File: src/rtl/gray_ptr_ctrl_pkg.sv
// Shared constants for the async-FIFO pointer controller.
// A pointer carries one wrap bit above the RAM address, so it is one bit wider than the address.
package gray_ptr_ctrl_pkg;

    localparam int SIDE_WR = 0;
    localparam int SIDE_RD = 1;

    function automatic int ptr_width(input int addr_width);
        return addr_width + 1;
    endfunction

endpackage

File: src/rtl/bin_to_gray_gen.sv
// Library binary-to-Gray converter for a DATA_WIDTH-bit address plus its wrap bit.
module bin_to_gray_gen #(
    parameter int DATA_WIDTH = 4
) (
    input  logic [DATA_WIDTH:0] bin,
    output logic [DATA_WIDTH:0] gray
);

    assign gray = bin ^ (bin >> 1);

endmodule

File: src/rtl/gray_ptr_ctrl_sync.sv
// Multi-flop synchronizer for the Gray pointer arriving from the other clock domain.
// All bits move in parallel with no logic between stages; Gray coding keeps the sampled value coherent.
module gray_ptr_sync #(
    parameter int WIDTH  = 5,
    parameter int STAGES = 2
) (
    input  logic             clk,
    input  logic             rst_n,
    input  logic [WIDTH-1:0] d,
    output logic [WIDTH-1:0] q
);

    logic [WIDTH-1:0] chain [STAGES];

    // Shift the remote pointer through the flop chain, clearing every stage on reset
    always_ff @(posedge clk or negedge rst_n) begin
        if (!rst_n) begin
            for (int i = 0; i < STAGES; i++) begin
                chain[i] <= '0;
            end
        end else begin
            chain[0] <= d;
            for (int i = 1; i < STAGES; i++) begin
                chain[i] <= chain[i-1];
            end
        end
    end

    assign q = chain[STAGES-1];

endmodule

File: src/rtl/gray_to_bin_gen.sv
// Library Gray-to-binary converter for a DATA_WIDTH-bit address plus its wrap bit.
module gray_to_bin_gen #(
    parameter int DATA_WIDTH = 4
) (
    input  logic [DATA_WIDTH:0] gray,
    output logic [DATA_WIDTH:0] bin
);

    // Each binary bit is the parity of the Gray bits at and above its position
    always_comb begin
        bin = '0;
        for (int i = 0; i <= DATA_WIDTH; i++) begin
            bin[i] = ^(gray >> i);
        end
    end

endmodule

File: src/rtl/gray_ptr_ctrl.sv
// One side of an async-FIFO pointer pair: local pointer counter, remote pointer
// synchronizer and registered full/empty flag plus occupancy level.
// SIDE selects write behaviour (full flag) or read behaviour (empty flag).
module gray_ptr_ctrl
    import gray_ptr_ctrl_pkg::*;
#(
    parameter int ADDR_WIDTH  = 4,
    parameter int SYNC_STAGES = 2,
    parameter int SIDE        = SIDE_WR
) (
    input  logic                  clk,
    input  logic                  rst_n,
    input  logic                  inc_en,
    input  logic [ADDR_WIDTH:0]   remote_gray_ptr,
    output logic                  inc_ok,
    output logic [ADDR_WIDTH-1:0] addr,
    output logic [ADDR_WIDTH:0]   local_gray_ptr,
    output logic [ADDR_WIDTH:0]   local_bin_ptr,
    output logic                  flag,
    output logic [ADDR_WIDTH:0]   level
);

    localparam int PTR_W = ptr_width(ADDR_WIDTH);

    // Full means the local pointer has lapped the remote one: the top two Gray bits differ, the rest match
    localparam logic [PTR_W-1:0] FULL_MASK = PTR_W'(3) << (PTR_W - 2);

    // A read side comes out of reset empty; a write side comes out not full
    localparam logic FLAG_RESET = (SIDE == SIDE_RD);

    logic [PTR_W-1:0] bin_ptr;
    logic [PTR_W-1:0] gray_ptr;
    logic [PTR_W-1:0] bin_nxt;
    logic [PTR_W-1:0] gray_nxt;
    logic [PTR_W-1:0] rsync;
    logic [PTR_W-1:0] rbin;
    logic [PTR_W-1:0] level_nxt;
    logic [PTR_W-1:0] level_q;
    logic             flag_q;
    logic             flag_nxt;

    assign inc_ok  = inc_en & ~flag_q;
    assign bin_nxt = bin_ptr + {{(PTR_W-1){1'b0}}, inc_ok};

    bin_to_gray_gen #(
        .DATA_WIDTH (ADDR_WIDTH)
    ) u_bin_to_gray (
        .bin  (bin_nxt),
        .gray (gray_nxt)
    );

    gray_ptr_sync #(
        .WIDTH  (PTR_W),
        .STAGES (SYNC_STAGES)
    ) u_sync (
        .clk   (clk),
        .rst_n (rst_n),
        .d     (remote_gray_ptr),
        .q     (rsync)
    );

    gray_to_bin_gen #(
        .DATA_WIDTH (ADDR_WIDTH)
    ) u_gray_to_bin (
        .gray (rsync),
        .bin  (rbin)
    );

    if (SIDE == SIDE_WR) begin : g_write_side
        assign flag_nxt  = (gray_nxt == (rsync ^ FULL_MASK));
        assign level_nxt = bin_nxt - rbin;
    end else begin : g_read_side
        assign flag_nxt  = (gray_nxt == rsync);
        assign level_nxt = rbin - bin_nxt;
    end

    // Register pointers, flag and level from next-state values so all outputs are glitch-free
    always_ff @(posedge clk or negedge rst_n) begin
        if (!rst_n) begin
            bin_ptr  <= '0;
            gray_ptr <= '0;
            level_q  <= '0;
            flag_q   <= FLAG_RESET;
        end else begin
            bin_ptr  <= bin_nxt;
            gray_ptr <= gray_nxt;
            level_q  <= level_nxt;
            flag_q   <= flag_nxt;
        end
    end

    assign addr           = bin_ptr[ADDR_WIDTH-1:0];
    assign local_gray_ptr = gray_ptr;
    assign local_bin_ptr  = bin_ptr;
    assign flag           = flag_q;
    assign level          = level_q;

endmodule

File: config.mk
export PLATFORM = sky130hd
export DESIGN_NAME = gray_ptr_ctrl
export DESIGN_NICKNAME = d
export VERILOG_FILES = /design/src/rtl/gray_ptr_ctrl_pkg.sv /design/src/rtl/bin_to_gray_gen.sv /design/src/rtl/gray_ptr_ctrl_sync.sv /design/src/rtl/gray_to_bin_gen.sv /design/src/rtl/gray_ptr_ctrl.sv
export SDC_FILE = /design/constraint.sdc
export NUM_CORES = 1
export LEC_CHECK = 0
export ABC_AREA = 1
export CORE_AREA = 2 2 54 56
export CTS_BUF_LIST = sky130_fd_sc_hd__clkbuf_4
export CTS_CLUSTER_SIZE = 14
export DETAILED_ROUTE_END_ITERATION = 7
export DIE_AREA = 0 0 56 58
export PLACE_DENSITY = 0.86
export SLEW_MARGIN = 25
export SYNTH_ARGS = -nofsm -noshare
export SYNTH_HDL_FRONTEND = slang
export SYNTH_SLANG_ARGS = --single-unit
File: constraint.sdc
create_clock -name clk -period 2.7 [get_ports clk]
set_input_delay 0.27 -clock clk [delete_from_list [all_inputs] [get_ports clk]]
set_output_delay 0.27 -clock clk [all_outputs]
set_load 0.005 [all_outputs]
Yosys cells after proc, flatten, opt, wreduce, memory -nomap -nowiden --
Cells that the tools add are included.
Operators by class: $add $sub $neg 2, eq/ne operators 1, reduce and logical (&&, ||, !) cells 5, bitwise logic cells 4
Operators with widths (count):
- 5-bit XOR reduction | 5
- 5-bit by 1-bit adder with 5-bit output | 1
- 5-bit equality test | 1
- 5-bit subtractor | 1
- 5-bit by 4-bit bitwise XOR with 5-bit output | 1
- 2-bit inverter | 1
- 1-bit AND | 1
- 1-bit inverter | 1
Storage, ports and cells: register bits after elaboration 26

Longest topological paths before layout --
Gate-level depths: netlist of run 1.
word-level depth 5, depth in mapped cells 16

By module --
Synthesis of run 1 repeated with hierarchy kept, for this count alone.
Unflattened totals: cells, all modules 127, area total of the unflattened synthesis 1249.9 sq um
By module, submodules not included:
- gray_ptr_ctrl | instances 1, area an instance 773.2 sq um, cells an instance 73, seq. area each 400.4 sq um
- gray_ptr_sync | instances 1, area an instance 287.8 sq um, cells an instance 15, seq. area each 250.2 sq um
- gray_to_bin_gen | instances 1, area an instance 117.6 sq um, cells an instance 21, seq. area each 0.0 sq um
- bin_to_gray_gen | instances 1, area an instance 71.3 sq um, cells an instance 18, seq. area each 0.0 sq um

Least setup slack after synthesis of run 1 --
OpenSTA, ideal clock, no wires.
path kind reg-to-reg, start register u_sync.chain, in the netlist u_sync.q[3], end register level_q[4] (netlist: level[4]), setup time 0.065 ns, arrival time 1.955 ns, clock period less this slack 2.020 ns, stages on the path, launching flop included 15, path buffers 0, setup slack 0.680 ns, cell sequence dfrtp_1 > nand2_1 > nand3_2 > nand2_4 > xor2_4 > nand2_1 > nand2_1 > inv_1 > ha_1 > fa_1 > inv_1 > nand3_1 > nand2_1 > nand3_1 > nand2_1
Between the ends: longest elaborated chain between the ends 2
Ends and longest elaborated chain:
- start: declaration | RTL line gray_ptr_ctrl_sync.sv:13 | logic [WIDTH-1:0] chain [STAGES];
- start signal: indexed assignment | RTL line gray_ptr_ctrl_sync.sv:24 | chain[i] <= chain[i-1];
- 5-bit XOR reduction | RTL line gray_to_bin_gen.sv:13 | bin[i] = ^(gray >> i);
- 5-bit subtractor * | RTL line gray_ptr_ctrl.sv:71 | assign level_nxt = bin_nxt - rbin;
- net level_nxt[4] | RTL line gray_ptr_ctrl.sv:37 | logic [PTR_W-1:0] level_nxt;
- end signal: assignment | RTL line gray_ptr_ctrl.sv:87 | level_q <= level_nxt;
- end: declaration | RTL line gray_ptr_ctrl.sv:38 | logic [PTR_W-1:0] level_q;
Mark *: on every way through the listed nets, which the timed path passes. The rest lies on a longest branch.

Worst setup path after layout of run 1 --
Same ends and word-level chain as after synthesis.

==> impl_metrics.toml, run 1 <==
[run_status]
status = "finished, final reports clean"

[sta]
finalHoldViolCount = 0
grt_setup_unrepaired = "no"
max_freq_mhz = 445
timing.final.crit_share = 0.832
drv_slew = 0
finalSetupViolations = 0
skew_ns = 0.00159
tightest_slew_ns = 0.306
slew_headroom = 0.796
tns_ns = 0
finalCriticalPeriod_ns = 2.25

[cells_and_area]
fin_cells = 206
fillers = 239
fin_nets = 190
area_growth_pct = 24.6
layout-drive-gt1-share = 0.114
diodes = 0

[logic_synthesis]
synth_common_cells = "nand2_1, dfrtp_1, inv_1, nand3_1, inv_2"
synth-seq-cells = 25
ys_warn_count = 0
synth_flop_cell = "dfrtp_1"
netlist_area_um2 = 1270
synth_area_leader_cell = "dfrtp_1"
ys_types = 18
synth.net_count = 162
synth_area_leaders = "dfrtp_1, nand2_1, nand3_1, inv_1, ha_1"
syn_avg_cell_area_um2 = 8.57
synth_most_common_cell = "nand2_1"
seq_area_frac_synth = 0.493
synth_edf_count = 0
async_flop_share = 1.00
yosysTopAreaCellShare = 0.493
synth_cells = 148

[clock_tree]
htreeDepth = 1
clk_latency_ns = 0.32
cts_resized = 0
numCtsBuffers = 3
cts_tree = "done"
hold_buffers = 0
clock_sinks = 25
cts_setup_buffers = 0
clk_pin_slew_worst_paths_ns = 0.12
root_buffer = "clkbuf_4"
cts_buffer_depth = 2

[route]
wl_per_cell_um = 11.8
drcViolationCount = 0
drtIter0Drc = 45
dr.pass1.iters = 4
antenna_left = 0
vias = 1030
drt-total-wl_um = 2430
vias_per_cell = 5.00

[critical_path]
rr_startpoint = "u_sync.q[3]$_DFF_PN0_"
worstSetupEndpointType = "flop"
crit_fanout = 4
r2r_slack_ns = 0.45
crit_type = "reg2reg"
cp_data_required_time_ns = 2.97
startpoint_type = "flop"
r2r_end = "level[4]$_DFF_PN0_"
worstRegToRegCells = 14
worstPathArrival_ns = 2.51

[pwr]
power_mw = 1.73
peakVddDrop_mv = 0.706
leakage_nw = 0.828
p_per_area_nw_per_um2 = 1100

[placed_design]
io_buffers = 28
place_hpwl_um = 1890
post-place-cells = 202
gp_congestion = 0.965

[floorplan]
ios = 29
num_rows = 19
start_util = 0.477
coreArea_um2 = 2660
die_x_um = 56
die_height_um = 58
die-area_um2 = 3250

[global_routing]
grt_pass1_wl_um = 4380
grtUsageTotal = 0.174
antenna_found_initial = 0
grt_overflow = 0
grt_pass1_vias = 1083
grt_max_degree = 26

[flow_run]
cap_violations = 0

[min_path]
hp-class = "in2async"
sequential cells by signal, indices dropped and copies added (netlist names):
signal,count
local_bin_ptr,5
u_sync.q,5
u_sync.chain,5
local_gray_ptr,4
flag,1
level,5
kinds of logic (layout without fill, tap and decap cells):
family	count (synthesis)	after routing	share of synthesized area
adder cells (fa/ha/maj)	6	6	0.0651
AO/OA/AOI/OAI	2	2	0.00986
AND/OR/NAND/NOR	81	81	0.287
XOR/XNOR	3	3	0.0355
flip-flops	25	25	0.493
buffers and inverters	31	58	0.109
metal layers:
metal  global-route usage  wire [um]  vias up
met5                    0          0        -
met4                0.105         73        0
met3               0.0379        158       11
met2                0.308       1180       50
met1                0.194       1020      466
li1                     -          -      503
power by group:
part / total (mW) / internal (mW) / switching, mW
combinational: 0.982 / 0.479 / 0.503
clock: 0.174 / 0.0679 / 0.106
sequential: 0.579 / 0.496 / 0.0826
placed cells by master, fill, tap and decap left out:
cell type	n
xor2_4	1
nand2_2	4
clkdlybuf4s50_1	28
fa_1	1
a21boi_1	1
inv_1	18
buf_4	1
ha_1	5
nand2_4	1
nor2_1	4
xor2_1	1
nand2_1	49
inv_2	7
nand3_1	18
nand3_2	2
nand4_1	3
xnor2_1	1
a21oi_1	1
clkbuf_4	4
dfrtp_1	25
critical path, cell delays in order, from the launching register on:
cell and delay (ns):
dfrtp_1 0.45, nand2_1 0.14, nand3_2 0.14, nand2_4 0.13
xor2_4 0.19, nand2_1 0.07, nand2_1 0.06, inv_1 0.04
ha_1 0.20, fa_1 0.41, inv_1 0.10, nand3_1 0.08
nand2_1 0.06, nand3_1 0.06, nand2_1 0.07
worst max path at each step:
stage	startpoint	end	slack, ns	cells after the start
2_1_floorplan	u_sync.q[3]$_DFF_PN0_	level[4]$_DFF_PN0_	0.68	14
3_3_place_gp	inc_en	level[3]$_DFF_PN0_	0.35	13
3_5_place_dp	inc_en	level[3]$_DFF_PN0_	0.21	13
4_1_cts	u_sync.q[4]$_DFF_PN0_	level[4]$_DFF_PN0_	0.48	15
5_1_grt	u_sync.q[4]$_DFF_PN0_	level[4]$_DFF_PN0_	0.29	15
6_report	u_sync.q[3]$_DFF_PN0_	level[4]$_DFF_PN0_	0.45	14
per-stage QoR:
stage	hold WS (ns)	setup slack [ns]	cell area, um^2	util
CTS	0.291	0.475	1580	0.594
detailed placement	0.336	0.206	1550	0.582
global route	0.317	0.288	1580	0.594
global placement	0.331	0.351	1550	0.582
floorplan	-0.0256	0.680	1270	-
finish	0.288	0.453	1580	0.594
cell type report:
type	instances	area, um^2	area share
sequential	25	626	0.396
multi-input combinational	92	504	0.319
timing repair buffer	29	288	0.182
inverter	25	93.8	0.0594
tap	31	38.8	0.0245
clock buffer	4	30.0	0.0190
(Power assumes the default switching activity.)
==> inputs of run 2 (changes only) <==
==> constraint.sdc (replaced) <==
create_clock -name clk -period 2.2 [get_ports clk]
set_input_delay 0.22 -clock clk [delete_from_list [all_inputs] [get_ports clk]]
set_output_delay 0.22 -clock clk [all_outputs]
set_load 0.005 [all_outputs]
==> run 2 against run 1 <==
Compared with the run above: clock power grew 20%; wire length rose by 13%; worst hold slack got worse by 0.048 ns; non-clock buffer count increased by 12; register-to-register slack got worse by 0.40 ns; sequential power is 24% higher; critical path type unchanged; critical endpoint unchanged; cell area up 9.9%.
==> impl_metrics.toml, run 2 (synthesis gave the netlist of run 1 again) <==
[critical_path]
crit_type = "reg2reg"
max_stage_delay_ns = 0.46
startpoint_type = "flop"
crit_fanout = 4
worstRegToRegCells = 15
worstSetupEndpointType = "flop"
cp_common_cell = "nand2_1"
cp_num_buf_inv = 3
cp_data_required_time_ns = 2.47
cp_top_family = "simple AND/OR/NAND/NOR gates"
worstPathArrival_ns = 2.41
r2r_slack_ns = 0.05
worstPathCellList = "inv_2, nand2_4, nand3_4, nand2_4, xor2_4, nand2_1, nand2_1, inv_2, ha_4, fa_2, inv_2, nand3_2, nand2_1, nand3_2, nand2_1"
cp_num_cells = 15
cp_slowest_cell = "dfrtp_1"

[sta]
slew_headroom = 0.800
timing.final.crit_share = 0.977
finalSetupViolations = 0
finalCriticalPeriod_ns = 2.15
tightest_slew_ns = 0.300
hold_ws_ns = 0.241
max_freq_mhz = 465
drv_slew = 0
timing.final.ws_setup_ns = 0.0513
finalHoldViolCount = 0
skew_ns = 0.0125

[cells_and_area]
final_cell_area_um2 = 1740
final_common_cell = "nand2_1"
layout-drive-gt1-share = 0.230
final_cell_mix = "nand2_1, clkdlybuf4s50_1, dfrtp_1"
fin_nets = 202
area_growth_pct = 36.9
fillers = 204
diodes = 0

[clock_tree]
clk_latency_ns = 0.31
htreeDepth = 1
cts_tree = "done"
numCtsBuffers = 3
root_buffer = "clkbuf_4"
clock_sinks = 25
cts_buffer_depth = 2
clk_pin_slew_worst_paths_ns = 0.13
hold_buffers = 0

[route]
dr.pass1.iters = 4
top_layer_used = "met4"
wl_met2_um = 1420
wl_met1_um = 996
drtIter0Drc = 66
drcViolationCount = 0
antenna_left = 0
drt-total-wl_um = 2740
vias_per_cell = 5.17
vias = 1126
met3_length_um = 244
wl_per_cell_um = 12.6

[global_routing]
grt_pass1_vias = 1094
grt_pass1_wl_um = 4460
grt_max_degree = 26
antenna_found_initial = 0
grt_overflow = 0
grtUsageTotal = 0.177

[placed_design]
placed_cell_area_um2 = 1600
gp_congestion = 0.968
io_buffers = 28
place_hpwl_um = 1960
pre_cts_slack_ns = -0.102

[pwr]
p_per_area_nw_per_um2 = 1340
peakVddDrop_mv = 0.937
leakage_nw = 0.901

[floorplan]
die_height_um = 58
num_rows = 19
start_util = 0.477
die_x_um = 56
die-area_um2 = 3250
coreArea_um2 = 2660
ios = 29

[min_path]
hp-class = "in2async"

[flow_run]
cap_violations = 0

[run_status]
status = "finished, final reports clean"
## run 2: changes by cell type in the layout (fill, tap and decap cells not counted), moves of 2 or more
cell / change
buf_4: +12
nand3_1: -3
nand3_4: +2
inv_1: -2
dfrtp_1: -2
nand2_4: +2
dfrtp_2: +2
## run 2: per-layer routing
| metal | vias up | track usage |
|---|---|---|
| met5 | - | 0 |
| met3 | 14 | 0.0201 |
| met4 | 0 | 0.102 |
| met2 | 72 | 0.338 |
| li1 | 529 | - |
| met1 | 511 | 0.187 |
## run 2: area by class of cell
type                       count  area [um^2]  share of cell area
clock buffer                   4         30.0              0.0173
multi-input combinational     92          566               0.326
tap                           31         38.8              0.0223
inverter                      25         96.3              0.0555
timing repair buffer          41          378               0.218
sequential                    25          628               0.362
## run 2: per-stage QoR
stage          utilization  power [mW]  setup TNS [ns]  cells
2_1_floorplan            -        1.45               0    148
3_3_place_gp         0.599        1.96               0    208
3_5_place_dp         0.599        2.00          -0.109    208
4_1_cts              0.624        2.24               0    215
5_1_grt              0.652        2.53         -0.0725    218
6_report             0.652        2.32               0    218
## run 2: worst paths after layout
kind                                                start                   endpoint
worst max-delay path                u_sync.q[3]$_DFF_PN0_         level[4]$_DFF_PN0_
worst min-delay path                                rst_n         level[4]$_DFF_PN0_
worst max register to register      u_sync.q[3]$_DFF_PN0_         level[4]$_DFF_PN0_
worst min register to register  u_sync.chain[6]$_DFF_PN0_      u_sync.q[1]$_DFF_PN0_
max in group asynchronous                           rst_n      u_sync.q[4]$_DFF_PN0_
min in group clk                       remote_gray_ptr[0]  u_sync.chain[5]$_DFF_PN0_
## run 2: power breakdown
group	internal (mW)	leakage, nW	switching (mW)
combinational	0.700	0.590	0.695
clock	0.0831	0.0184	0.126
sequential	0.611	0.292	0.107
## run 2: what timing repair did
item / 4_1_cts / 5_1_grt
setup endpoints to repair: 1 / 3
pin swaps: 1 / 7
buffers inserted: 3 / 3
resized for setup: 3 / 14
